<file path="src/rtl/rom_arb_pkg.sv">
// Shared types and default widths for the two-requester ROM read arbiter.
package rom_arb_pkg;
  localparam int DEF_ADDR_W = 3;
  localparam int DEF_DATA_W = 8;

  typedef enum logic [1:0] {
    IDLE   = 2'd0,
    ACCESS = 2'd1,
    RESP   = 2'd2
  } state_e;
endpackage

</file>
<file path="src/rtl/rom_arb_rr2.sv">
// Two-way round-robin winner select: ptr is the index granted last time,
// so on a tie the other requester wins.
module rom_arb_rr2 (
  input  logic [1:0] req,
  input  logic       ptr,
  output logic [1:0] win
);

  // Lone requester always wins; a tie goes to whoever was not granted last.
  always_comb begin
    win = 2'b00;
    case (req)
      2'b01:   win = 2'b01;
      2'b10:   win = 2'b10;
      2'b11:   win = ptr ? 2'b01 : 2'b10;
      default: win = 2'b00;
    endcase
  end

endmodule

</file>
<file path="src/rtl/rom_arbiter.sv">
// Arbitrates two read requesters onto one external combinational ROM with a
// fixed IDLE -> ACCESS -> RESP sequence (one read per three cycles).
module rom_arbiter
  import rom_arb_pkg::*;
#(
  parameter int ADDR_W = DEF_ADDR_W,
  parameter int DATA_W = DEF_DATA_W
) (
  input  logic              clk,
  input  logic              rst,
  input  logic [1:0]        req,
  input  logic [ADDR_W-1:0] addr0,
  input  logic [ADDR_W-1:0] addr1,
  output logic [1:0]        gnt,
  output logic [1:0]        vld,
  output logic [DATA_W-1:0] rdata,
  output logic              busy,
  output logic              rom_cs,
  output logic              rom_rd,
  output logic [ADDR_W-1:0] rom_addr,
  input  logic [DATA_W-1:0] rom_data
);

  state_e              state_q, state_d;
  logic                ptr_q, ptr_d;
  logic [1:0]          win_q, win_d;
  logic [ADDR_W-1:0]   addr_q, addr_d;
  logic [1:0]          gnt_q, gnt_d;
  logic [1:0]          vld_q, vld_d;
  logic [DATA_W-1:0]   rdata_q, rdata_d;
  logic                busy_q, busy_d;
  logic                cs_q, cs_d;
  logic [1:0]          win_s;

  rom_arb_rr2 u_rr2 (
    .req (req),
    .ptr (ptr_q),
    .win (win_s)
  );

  // Next-state and registered-output logic; every output is a register.
  always_comb begin
    state_d = state_q;
    ptr_d   = ptr_q;
    win_d   = win_q;
    addr_d  = addr_q;
    gnt_d   = gnt_q;
    vld_d   = vld_q;
    rdata_d = rdata_q;
    busy_d  = busy_q;
    cs_d    = cs_q;
    case (state_q)
      IDLE: begin
        if (req != 2'b00) begin
          state_d = ACCESS;
          win_d   = win_s;
          ptr_d   = win_s[1];
          addr_d  = win_s[1] ? addr1 : addr0;
          gnt_d   = win_s;
          cs_d    = 1'b1;
          busy_d  = 1'b1;
        end else begin
          state_d = IDLE;
          busy_d  = 1'b0;
        end
      end
      ACCESS: begin
        state_d = RESP;
        gnt_d   = 2'b00;
        cs_d    = 1'b0;
        rdata_d = rom_data;
        vld_d   = win_q;
        busy_d  = 1'b1;
      end
      RESP: begin
        state_d = IDLE;
        vld_d   = 2'b00;
        busy_d  = 1'b0;
      end
      default: begin
        state_d = IDLE;
        gnt_d   = 2'b00;
        vld_d   = 2'b00;
        cs_d    = 1'b0;
        busy_d  = 1'b0;
      end
    endcase
  end

  // State register with synchronous reset; pointer resets to 1 so requester 0 wins the first tie.
  always_ff @(posedge clk) begin
    if (rst) begin
      state_q <= IDLE;
      ptr_q   <= 1'b1;
      win_q   <= 2'b00;
      addr_q  <= '0;
      gnt_q   <= 2'b00;
      vld_q   <= 2'b00;
      rdata_q <= '0;
      busy_q  <= 1'b0;
      cs_q    <= 1'b0;
    end else begin
      state_q <= state_d;
      ptr_q   <= ptr_d;
      win_q   <= win_d;
      addr_q  <= addr_d;
      gnt_q   <= gnt_d;
      vld_q   <= vld_d;
      rdata_q <= rdata_d;
      busy_q  <= busy_d;
      cs_q    <= cs_d;
    end
  end

  assign gnt      = gnt_q;
  assign vld      = vld_q;
  assign rdata    = rdata_q;
  assign busy     = busy_q;
  assign rom_cs   = cs_q;
  assign rom_rd   = cs_q;
  assign rom_addr = addr_q;

endmodule

</file>
<file path="config.mk">
export PLATFORM = sky130hd
export DESIGN_NAME = rom_arbiter
export DESIGN_NICKNAME = d
export VERILOG_FILES = /design/src/rtl/rom_arb_pkg.sv /design/src/rtl/rom_arb_rr2.sv /design/src/rtl/rom_arbiter.sv
export SDC_FILE = /design/constraint.sdc
export NUM_CORES = 1
export LEC_CHECK = 0
export CORE_MARGIN = 4
export CORE_UTILIZATION = 44
export CTS_CLUSTER_DIAMETER = 30
export CTS_CLUSTER_SIZE = 25
export DETAILED_ROUTE_END_ITERATION = 12
export PLACE_DENSITY = 0.81
export SLEW_MARGIN = 20
export SYNTH_ARGS = -nofsm -noshare
export SYNTH_HDL_FRONTEND = slang
export SYNTH_SLANG_ARGS = --single-unit
</file>
<file path="constraint.sdc">
create_clock -name clk -period 2.2 [get_ports clk]
set_input_delay 0.44 -clock clk [delete_from_list [all_inputs] [get_ports clk]]
set_output_delay 0.44 -clock clk [all_outputs]
set_load 0.005 [all_outputs]
</file>
==> summary.md <==
| Metric | Value |
|---|---|
| Result of the run | `finished, final reports clean` |
| Via-per-instance ratio | `5.18` |
| Reg area | `440 sq um` |
| Most common cell after layout, fill and taps aside | `clkdlybuf4s50_1` |
| Drt first pass iters | `4` |
| Post-route antenna net violation count | `0` |
| Count of buffers inserted at the top-level ports | `35` |
| Rows | `16` |
| Longest individual stage delay on the worst path | `530 ps` |
| Chip height | `53.1 um` |
| Fill count | `196` |
| Crit path kind | `register to output pin` |
| Slowest cell on the critical path | `clkdlybuf4s50_1` |
| Initial core utilization | `0.461` |
| Class of the worst hold path | `register to register` |
| Most used cells in the layout excluding fill and tap cells | `clkdlybuf4s50_1 (35), dfxtp_1 (22), nand2_1 (19), a21oi_1 (11), nor2_1 (10)` |
| Post-route design area | `1260 sq um` |
| Initial antenna violation count | `0` |
| Rel. slew slack | `0.618` |
| Instance count of the mapped netlist | `99` |
| Fraction of the yosys area taken by sequential cells | `0.492` |
| I/O Pins | `36` |
| Endpoint arrival time on the critical path | `1170 ps` |
| Number of buffer and inverter stages on the critical path | `1` |
| Hold buffers post-CTS | `0` |
| Critical Path Fanout Max | `2` |
| Pwr dens | `643 nW/um^2` |
| Clock-pin slew on the worst setup and hold paths | `120 ps` |
| Cts bufs inserted | `3` |
| Placeable core region | `1940 sq um` |
| Number of instances resized during post-cts repair | `0` |
| Fraction of final layout cells with drive strength greater than 1 | `0.0916` |
| Number of failing setup endpoints in the final timing report | `0` |
| Unrepaired setup endpoints after global routing | `no` |
| Period utilization | `0.734` |
| Maximum clock skew at final layout | `5.01 ps` |
| Minimum clock period after layout | `1610 ps` |
| Highest attainable clock frequency | `0.620 GHz` |
| Synth Net Count | `117` |
| Root Buffer | `clkbuf_4` |
| Synth Warn # | `0` |
| Residual overflow from global routing | `0` |
| Final GP Congestion | `0.753` |
| TritonCTS clock tree | `built` |
| Antenna diode count | `0` |
| Insertion delay of the later-clocked pin in the worst-skew pair | `290 ps` |
| Max Buffers Root-to-Sink | `2` |
| Total number of nets in the final design | `151` |
| Post-CTS setup repair buffer count | `0` |
| Unique masters post-synth | `26` |
| HPWL after detailed placement | `1.55 mm` |
| Average cell area after synthesis | `9.04 sq um` |
| Placed cell area | `1230 sq um` |
| Wirelength per Cell | `12.7 um` |
| Final TNS setup | `0 ps` |
| Largest net degree at the start of global routing | `21` |
| Die outline area | `2820 sq um` |
| Via count of the first global-routing pass | `747` |
| Layout area overhead | `40.4%` |
| Worst slew pin tran | `572 ps` |
| Cell type group with the largest total delay on the critical path | `buffers and inverters` |
| Sort of element at the start of the critical path | `register` |
| Cell breakdown of the critical path | `clkdlybuf4s50_1` |
| Number of synthesized register bits | `22` |
| Detailed router's first-iteration violation count | `10` |
| TritonCTS Sinks | `22` |
| Area occupied by multi-input gates | `398 sq um` |
| Final count of hold timing violations | `0` |
| Synthesized area | `895 sq um` |
| Leak | `0.459 nW` |
| Deepest level of the CTS H-tree | `1` |
| Endpoint type of the worst setup path | `output pin` |
| Global-route wire length before repair | `3.30 mm` |
| Total vias in the final route | `818` |
| Max-slew violation total from the final report | `0` |
| Number of maximum-capacitance violations | `0` |
| Placed Cells | `155` |
| All-Layer GR Usage | `0.157` |
| Die width | `53.1 um` |
| Number of remaining DRC errors | `0` |
| Worst ir drop on vdd | `0.000393 V` |
| Critical path data required time | `1760 ps` |
| Wirelength, routed | `2.01 mm` |
| Post-route non-filler standard cell count | `158` |
==> area by class of cell <==
| type | count | share of cell area |
|---|---|---|
| inverter | 1 | 0.00299 |
| multi-input combinational | 69 | 0.317 |
| clock buffer | 3 | 0.0179 |
| timing repair buffer | 36 | 0.285 |
| tap | 27 | 0.0269 |
| sequential | 22 | 0.351 |
==> metal layers <==
| metal | share of wire | routed length, um | GRT usage | vias to the layer above |
|---|---|---|---|---|
| met5 | 0 | 0 | 0 | - |
| met4 | 0.014 | 28 | 0.0511 | 0 |
| met3 | 0.088 | 177 | 0.0507 | 2 |
| met2 | 0.48 | 964 | 0.258 | 30 |
| met1 | 0.42 | 840 | 0.192 | 381 |
| li1 | - | - | - | 405 |
==> state kept, by name (all words and copies together) (netlist names) <==
signal    cells
busy          1
gnt           2
ptr_q         1
rdata         8
rom_addr      3
rom_cs        1
state_q       2
vld           2
win_q         2
==> through the flow <==
stage / worst slack, ps / utilization / hold slack [ps] / power, mW
final: 586 / 0.647 / 464 / 0.808
after global routing: 486 / 0.647 / 491 / 0.858
after CTS: 568 / 0.647 / 469 / 0.820
after detailed placement: 303 / 0.635 / 450 / 0.644
after global placement: 401 / 0.635 / 441 / 0.639
after floorplan: 999 / - / 453 / 0.553
==> cells by family (layout without fill, tap and decap cells) <==
group / Yosys count / in the layout / share of synthesized area
compound gates: 17 / 17 / 0.127
buf+inv: 8 / 40 / 0.0629
flops: 22 / 22 / 0.492
mux: 2 / 2 / 0.0224
simple gates: 50 / 50 / 0.295
==> synth_stat cells <==
cell type	number	area, sq um
dfxtp_1	22	440
nand2_1	19	71.3
a21oi_1	11	55.1
nor2_1	10	37.5
nor3_1	8	40.0
nand2b_1	3	18.8
buf_4	2	15.0
clkbuf_1	2	7.51
mux2i_1	2	20.0
nor3_4	2	32.5
nor4_1	2	12.5
o32ai_1	2	17.5
a2111oi_2	1	15.0
a211oi_1	1	7.51
a221o_1	1	10.0
a2bb2oi_1	1	8.76
and2_2	1	7.51
and2b_2	1	8.76
buf_2	1	5.00
buf_6	1	11.3
clkbuf_8	1	13.8
inv_1	1	3.75
nand2b_4	1	13.8
nor2_2	1	6.26
nor2b_1	1	6.26
or2b_2	1	8.76
==> final timing paths <==
kind | cells after the start | to | slack (ps) | from
worst max-delay path | 1 | rdata[6] | 590 | rdata[6]
worst min-delay path | 2 | rdata[0] | 460 | rdata[0]
worst max register to register | 3 | rdata[3] | 680 | state_q[0]
worst min register to register | 2 | rdata[0] | 460 | rdata[0]
==> report_power, final <==
group	internal, mW	switching, mW
Sequential	0.430	0.0264
Combinational	0.107	0.0699
Clock	0.0637	0.111
Note: power is estimated with default switching activity, not from simulation.
